File: config.mk
export PLATFORM = sky130hd
export DESIGN_NAME = oflow_core_read_sequencer
export DESIGN_NICKNAME = d
export VERILOG_FILES = /design/src/rtl/oflow_core_read_pkg.sv /design/src/rtl/oflow_core_read_sequencer_collector.sv /design/src/rtl/oflow_core_read_sequencer.sv
export SDC_FILE = /design/constraint.sdc
export NUM_CORES = 1
export LEC_CHECK = 0
export CORE_MARGIN = 8
export CORE_UTILIZATION = 58
export CTS_BUF_LIST = sky130_fd_sc_hd__clkbuf_16
export DETAILED_ROUTE_END_ITERATION = 6
export DONT_BUFFER_PORTS = 1
export PLACE_DENSITY = 0.74
export REMOVE_ABC_BUFFERS = 1
export SLEW_MARGIN = 10
export SYNTH_ARGS = -nofsm -noshare
export SYNTH_HDL_FRONTEND = slang
export SYNTH_SLANG_ARGS = --single-unit
File: constraint.sdc
create_clock -name clk -period 5.7 [get_ports clk]
set_input_delay 0.285 -clock clk [delete_from_list [all_inputs] [get_ports clk]]
set_output_delay 0.285 -clock clk [all_outputs]
set_load 0.05 [all_outputs]
File: src/rtl/oflow_core_read_pkg.sv
// Shared types, default sizes and helpers for the oflow core read sequencer.
package oflow_core_read_pkg;

  // Default sizes used by the sequencer and the PE completion collector.
  localparam int PE_NUM     = 24;
  localparam int SET_LEN    = 4;
  // Widest PE array the mask helper can describe.
  localparam int MAX_PE_NUM = 64;

  // Frame sequencing states.
  typedef enum logic [2:0] {
    ST_IDLE     = 3'd0,
    ST_ISSUE    = 3'd1,
    ST_READ     = 3'd2,
    ST_WAIT_REG = 3'd3,
    ST_DONE     = 3'd4
  } read_seq_state_t;

  // Mask of PEs valid in the last set. A count of zero, or one larger than
  // the PE array, means the last set is full.
  function automatic logic [MAX_PE_NUM-1:0] last_set_mask(input int unsigned remain,
                                                          input int unsigned pe_num);
    int unsigned eff;
    eff = ((remain == 0) || (remain > pe_num)) ? pe_num : remain;
    if (eff >= MAX_PE_NUM) begin
      return '1;
    end
    return (MAX_PE_NUM'(1) << eff) - MAX_PE_NUM'(1);
  endfunction

endpackage

File: src/rtl/oflow_core_read_sequencer_collector.sv
// Collects per-PE line completions under the active-PE mask and pulses
// read_new_line once every active PE has finished the current line.
module oflow_pe_done_collector #(
  parameter int PE_NUM = oflow_core_read_pkg::PE_NUM
) (
  input  logic              clk,
  input  logic              reset,
  input  logic              enable,
  input  logic              clear,
  input  logic [PE_NUM-1:0] mask,
  input  logic [PE_NUM-1:0] done,
  output logic              read_new_line
);

  logic [PE_NUM-1:0] sticky_q, sticky_d;
  logic              pulse_q, pulse_d;
  logic [PE_NUM-1:0] combined;

  // Merge new completions into the sticky set and detect a finished line.
  always_comb begin
    sticky_d = sticky_q;
    pulse_d  = 1'b0;
    combined = sticky_q | (done & mask);
    if (clear) begin
      sticky_d = '0;
    end else if (enable) begin
      if (combined == mask) begin
        sticky_d = '0;
        pulse_d  = 1'b1;
      end else begin
        sticky_d = combined;
      end
    end
  end

  // Sticky completion register and registered line-done pulse.
  always_ff @(posedge clk or posedge reset) begin
    if (reset) begin
      sticky_q <= '0;
      pulse_q  <= 1'b0;
    end else begin
      sticky_q <= sticky_d;
      pulse_q  <= pulse_d;
    end
  end

  assign read_new_line = pulse_q;

endmodule

File: src/rtl/oflow_core_read_sequencer.sv
// Per-frame read sequencer: walks the sets of a frame, kicks the buffer-read
// FSM once per set and waits for read and registration completion.
module oflow_core_read_sequencer #(
  parameter int PE_NUM     = oflow_core_read_pkg::PE_NUM,
  parameter int SET_LEN    = oflow_core_read_pkg::SET_LEN,
  parameter int REMAIN_LEN = $clog2(PE_NUM + 1)
) (
  input  logic                  clk,
  input  logic                  reset,
  input  logic                  start_frame,
  input  logic [SET_LEN-1:0]    num_of_sets,
  input  logic [REMAIN_LEN-1:0] remain_bboxes,
  input  logic                  abort,
  input  logic                  done_read,
  input  logic                  done_registration,
  input  logic [PE_NUM-1:0]     done_similarity_metric_i,
  output logic                  start_read,
  output logic                  read_new_line,
  output logic [SET_LEN-1:0]    set_idx,
  output logic [PE_NUM-1:0]     active_pe_mask,
  output logic                  busy,
  output logic                  frame_done
);

  import oflow_core_read_pkg::*;

  read_seq_state_t       state_q, state_d;
  logic [SET_LEN-1:0]    set_idx_q, set_idx_d;
  logic [SET_LEN-1:0]    sets_q, sets_d;
  logic [REMAIN_LEN-1:0] remain_q, remain_d;
  logic                  is_last_set;
  logic                  abort_taken;
  logic                  collect_en;
  logic                  clear_sticky;
  logic [PE_NUM-1:0]     last_mask;
  logic [PE_NUM-1:0]     mask;

  assign is_last_set = (set_idx_q == (sets_q - SET_LEN'(1)));
  assign abort_taken = abort && (state_q != ST_IDLE);
  assign last_mask   = PE_NUM'(last_set_mask(32'(remain_q), PE_NUM));

  // Active-PE mask: only meaningful while a set is being worked on.
  always_comb begin
    mask = '0;
    if ((state_q == ST_ISSUE) || (state_q == ST_READ) || (state_q == ST_WAIT_REG)) begin
      mask = is_last_set ? last_mask : '1;
    end
  end

  // Next-state and frame configuration logic; abort overrides everything.
  always_comb begin
    state_d   = state_q;
    set_idx_d = set_idx_q;
    sets_d    = sets_q;
    remain_d  = remain_q;
    unique case (state_q)
      ST_IDLE: begin
        if (start_frame) begin
          sets_d    = num_of_sets;
          remain_d  = remain_bboxes;
          set_idx_d = '0;
          state_d   = (num_of_sets == '0) ? ST_DONE : ST_ISSUE;
        end
      end
      ST_ISSUE: begin
        state_d = ST_READ;
      end
      ST_READ: begin
        if (done_read) begin
          state_d = ST_WAIT_REG;
        end
      end
      ST_WAIT_REG: begin
        if (done_registration) begin
          if (is_last_set) begin
            state_d = ST_DONE;
          end else begin
            set_idx_d = set_idx_q + SET_LEN'(1);
            state_d   = ST_ISSUE;
          end
        end
      end
      ST_DONE: begin
        state_d = ST_IDLE;
      end
      default: begin
        state_d = ST_IDLE;
      end
    endcase
    if (abort_taken) begin
      state_d   = ST_IDLE;
      set_idx_d = '0;
    end
  end

  // State, set index and latched frame configuration registers.
  always_ff @(posedge clk or posedge reset) begin
    if (reset) begin
      state_q   <= ST_IDLE;
      set_idx_q <= '0;
      sets_q    <= '0;
      remain_q  <= '0;
    end else begin
      state_q   <= state_d;
      set_idx_q <= set_idx_d;
      sets_q    <= sets_d;
      remain_q  <= remain_d;
    end
  end

  assign collect_en   = (state_q == ST_READ) && !abort_taken;
  assign clear_sticky = abort_taken || (state_d == ST_ISSUE);

  oflow_pe_done_collector #(
    .PE_NUM(PE_NUM)
  ) u_collector (
    .clk          (clk),
    .reset        (reset),
    .enable       (collect_en),
    .clear        (clear_sticky),
    .mask         (mask),
    .done         (done_similarity_metric_i),
    .read_new_line(read_new_line)
  );

  assign start_read     = (state_q == ST_ISSUE);
  assign frame_done     = (state_q == ST_DONE);
  assign busy           = (state_q != ST_IDLE);
  assign set_idx        = set_idx_q;
  assign active_pe_mask = mask;

endmodule

==> summary.md <==
| Metric | Value |
|---|---|
| Run status | `completed` |
| Met2 Use GR | `37.5%` |
| Initial antenna violation count | `0` |
| Gpl congestion | `0.943` |
| Portion of netlist area occupied by mux cells | `4.36%` |
| Drt via density | `6.82` |
| Fraction of registers with async set or reset after synthesis | `100%` |
| Syn Std Cell Area | `3160 um2` |
| Yosys Warn Count | `0` |
| Via count | `3033` |
| Critical Path RT | `5.82 ns` |
| Library cells used by synthesis | `64` |
| Worst r2r dst | `u_collector.sticky_q[21]` |
| Reg2reg setup slack | `1.05 ns` |
| Share of layout cells above drive strength 1 | `14.2%` |
| Post-synth EDFFs | `0` |
| Top cells by area, synth | `dfrtp_1, a31oi_1, nor3_1, nand2_1, a21oi_1` |
| Post-Synth XOR/XNOR Area | `2.97%` |
| Busiest layer in global routing | `met2` |
| Slew headroom | `19.7%` |
| M1 GR Usage | `26.1%` |
| Worst Clk Skew | `0.00634 ns` |
| Maxcap violations | `0` |
| First drt pass iteration count | `5` |
| ANT cells | `0` |
| Post-CTS sizing | `0` |
| CTS tree | `yes` |
| Register clock-pin slew on the reported worst setup and hold paths | `0.07 ns` |
| Clock Sinks | `41` |
| First-pass GRT wire length | `15200 um` |
| Layout area overhead | `7.41%` |
| Fmax | `0.215 GHz` |
| # hold bufs at CTS | `0` |
| Multi-input gate area | `1940 um2` |
| Final #Nets | `414` |
| Number of H-tree levels | `2` |
| Place WS | `1.12 ns` |
| Final slew viol count | `0` |
| Largest net degree at the start of global routing | `42` |
| Worst-Margin Slew | `1.20 ns` |
| Post-layout util | `63.1%` |
| Gr ovfl total | `0` |
| CTS buffer count | `5` |
| CP Class | `reg2reg` |
| Worst-Skew Late Latency | `0.29 ns` |
| Remaining antenna violation count after routing | `0` |
| Final setup vio count | `0` |
| Worst Hold Class | `in2async` |
| Hpwl dp | `6800 um` |
| R2R cell count | `12` |
| Synth Flop Type | `dfrtp_1` |
| RSZ-0062 raised after global routing | `no` |
| # rows | `27` |
| Synth Area in Adders | `1.19%` |
| Final Routed Wirelength | `9170 um` |
| Core area | `5370 um2` |
| Die area | `8060 um2` |
| TNS Setup | `0 ns` |
| Initial DRC Count | `289` |
| Fin. Hold Viols | `0` |
| Worst-path fanout max | `22` |
| Period minus WS final | `4.65 ns` |
| Wire length per cell | `20.6 um` |
| # fillers | `466` |
| Register area | `1030 um2` |
| Fin crit share | `81.5%` |
| PortBufs | `0` |
| Count of state elements after synthesis | `41` |
| Compound-Gate Fraction of Synth Area | `25.1%` |
| Post-CTS Setup Inserts | `0` |
| Post-synth top area share | `32.5%` |
| Clock Tree Buf Depth | `2` |
| Vias in the first global route | `3006` |
| CTS Root Cell | `clkbuf_16` |
| Mean post-synth cell area | `8.30 um2` |
| PnR worst setup slack | `1.05 ns` |
| Synth Area in Simple Gates | `27.0%` |
| FF-to-FF Start | `remain_q[1]` |
| Ports | `71` |
| Gr usage total | `22.6%` |
| Cells after Synth | `380` |
| GR Layer Usage met3 | `7.56%` |
| Startpoint Class | `register` |
| Largest area contributor in the netlist | `dfrtp_1` |
| Largest family of logic cells by synthesized area | `simple AND/OR/NAND/NOR gates` |
| Seq/Total Area, Yosys | `32.5%` |
| DRC Markers | `0` |
| Die width | `89.8 um` |
| Die Ht | `89.8 um` |
| Starting Density | `58.7%` |
| CP Capture Type | `register` |
| Worst path arrival time | `4.77 ns` |
==> cell families after synthesis <==
logic type | after synthesis
simple gates | 154
compound gates | 118
flops | 41
buf+inv | 41
mux | 13
xor+xnor | 9
fa+ha+maj | 3
other cells | 1
==> routing by layer <==
| metal | vias up | routed length (um) |
|---|---|---|
| met5 | - | 0 |
| met4 | 0 | 253 |
| met3 | 22 | 844 |
| met2 | 135 | 4430 |
| met1 | 1451 | 3640 |
| li1 | 1425 | - |
==> through the flow <==
stage          instances  cell area [um2]  hold slack, ns
5_1_grt              445             3390          0.0696
4_1_cts              445             3390          0.0378
2_1_floorplan        349             2980           0.358
3_5_place_dp         437             3220           0.347
6_report             445             3390          0.0110
3_3_place_gp         437             3220           0.340
==> registers in the layout, indices dropped and copies added (netlist names) <==
signal	cells
u_collector.sticky_q	24
sets_q	4
set_idx	4
remain_q	5
state_q	3
u_collector.read_new_line	1
==> synthesized netlist by cell type, types with 7 or more instances <==
cell type / number
dfrtp_1: 41
a31oi_1: 36
nor3_1: 32
nand2_1: 30
nor2_1: 27
a21oi_1: 21
clkbuf_1: 14
o21ai_0: 14
inv_1: 10
nor4_1: 9
or3_1: 9
mux2i_1: 7
nand3_1: 7
==> how the worst max path moves through the flow <==
stage / from / end / slack [ns]
2_1_floorplan: remain_q[4] / u_collector.sticky_q[0] / 0.91
3_3_place_gp: remain_q[1] / u_collector.sticky_q[23] / 1.24
3_5_place_dp: remain_q[2] / u_collector.sticky_q[0] / 1.12
4_1_cts: remain_q[1] / u_collector.sticky_q[0] / 1.05
5_1_grt: remain_q[1] / u_collector.sticky_q[23] / 0.65
6_report: remain_q[1] / u_collector.sticky_q[21] / 1.05
==> cells in the final DEF (no fill, tap or decap), drive strengths merged, types with 6 or more instances in the layout <==
cell type | synthesis | routed
or3 | 11 | 11
a31oi | 36 | 36
xnor2 | 6 | 6
nor4 | 10 | 10
buf | 14 | 16
o21ai | 14 | 14
nor2 | 29 | 29
mux2 | 6 | 6
nor3 | 35 | 35
mux2i | 7 | 7
nor3b | 7 | 7
nand3 | 7 | 7
inv | 10 | 10
nand2 | 30 | 30
a21oi | 21 | 21
dfrtp | 41 | 41
==> worst max-delay path, stage by stage, from the launching register on <==
cell,delay [ns]
dfrtp_1,0.61
nor4_1,0.64
nand2_1,0.12
ha_1,0.38
and2_1,0.26
o211ai_1,0.22
and3_2,0.26
a2111oi_0,0.10
a2111oi_0,0.61
nand3_1,0.24
nor4_4,0.59
buf_4,0.35
nor3_1,0.08
==> area by class of cell <==
class | instances | area share (%)
Inverter | 10 | 1.11
Multi-Input combinational cell | 298 | 57.4
Clock inverter | 3 | 1.37
Tap cell | 72 | 2.66
Sequential cell | 41 | 30.3
Clock buffer | 5 | 3.69
Timing Repair Buffer | 16 | 3.54
Power is left out: the tool's default activity adds up to more than one toggle a clock period on the data nets, which glitch-free logic cannot reach.
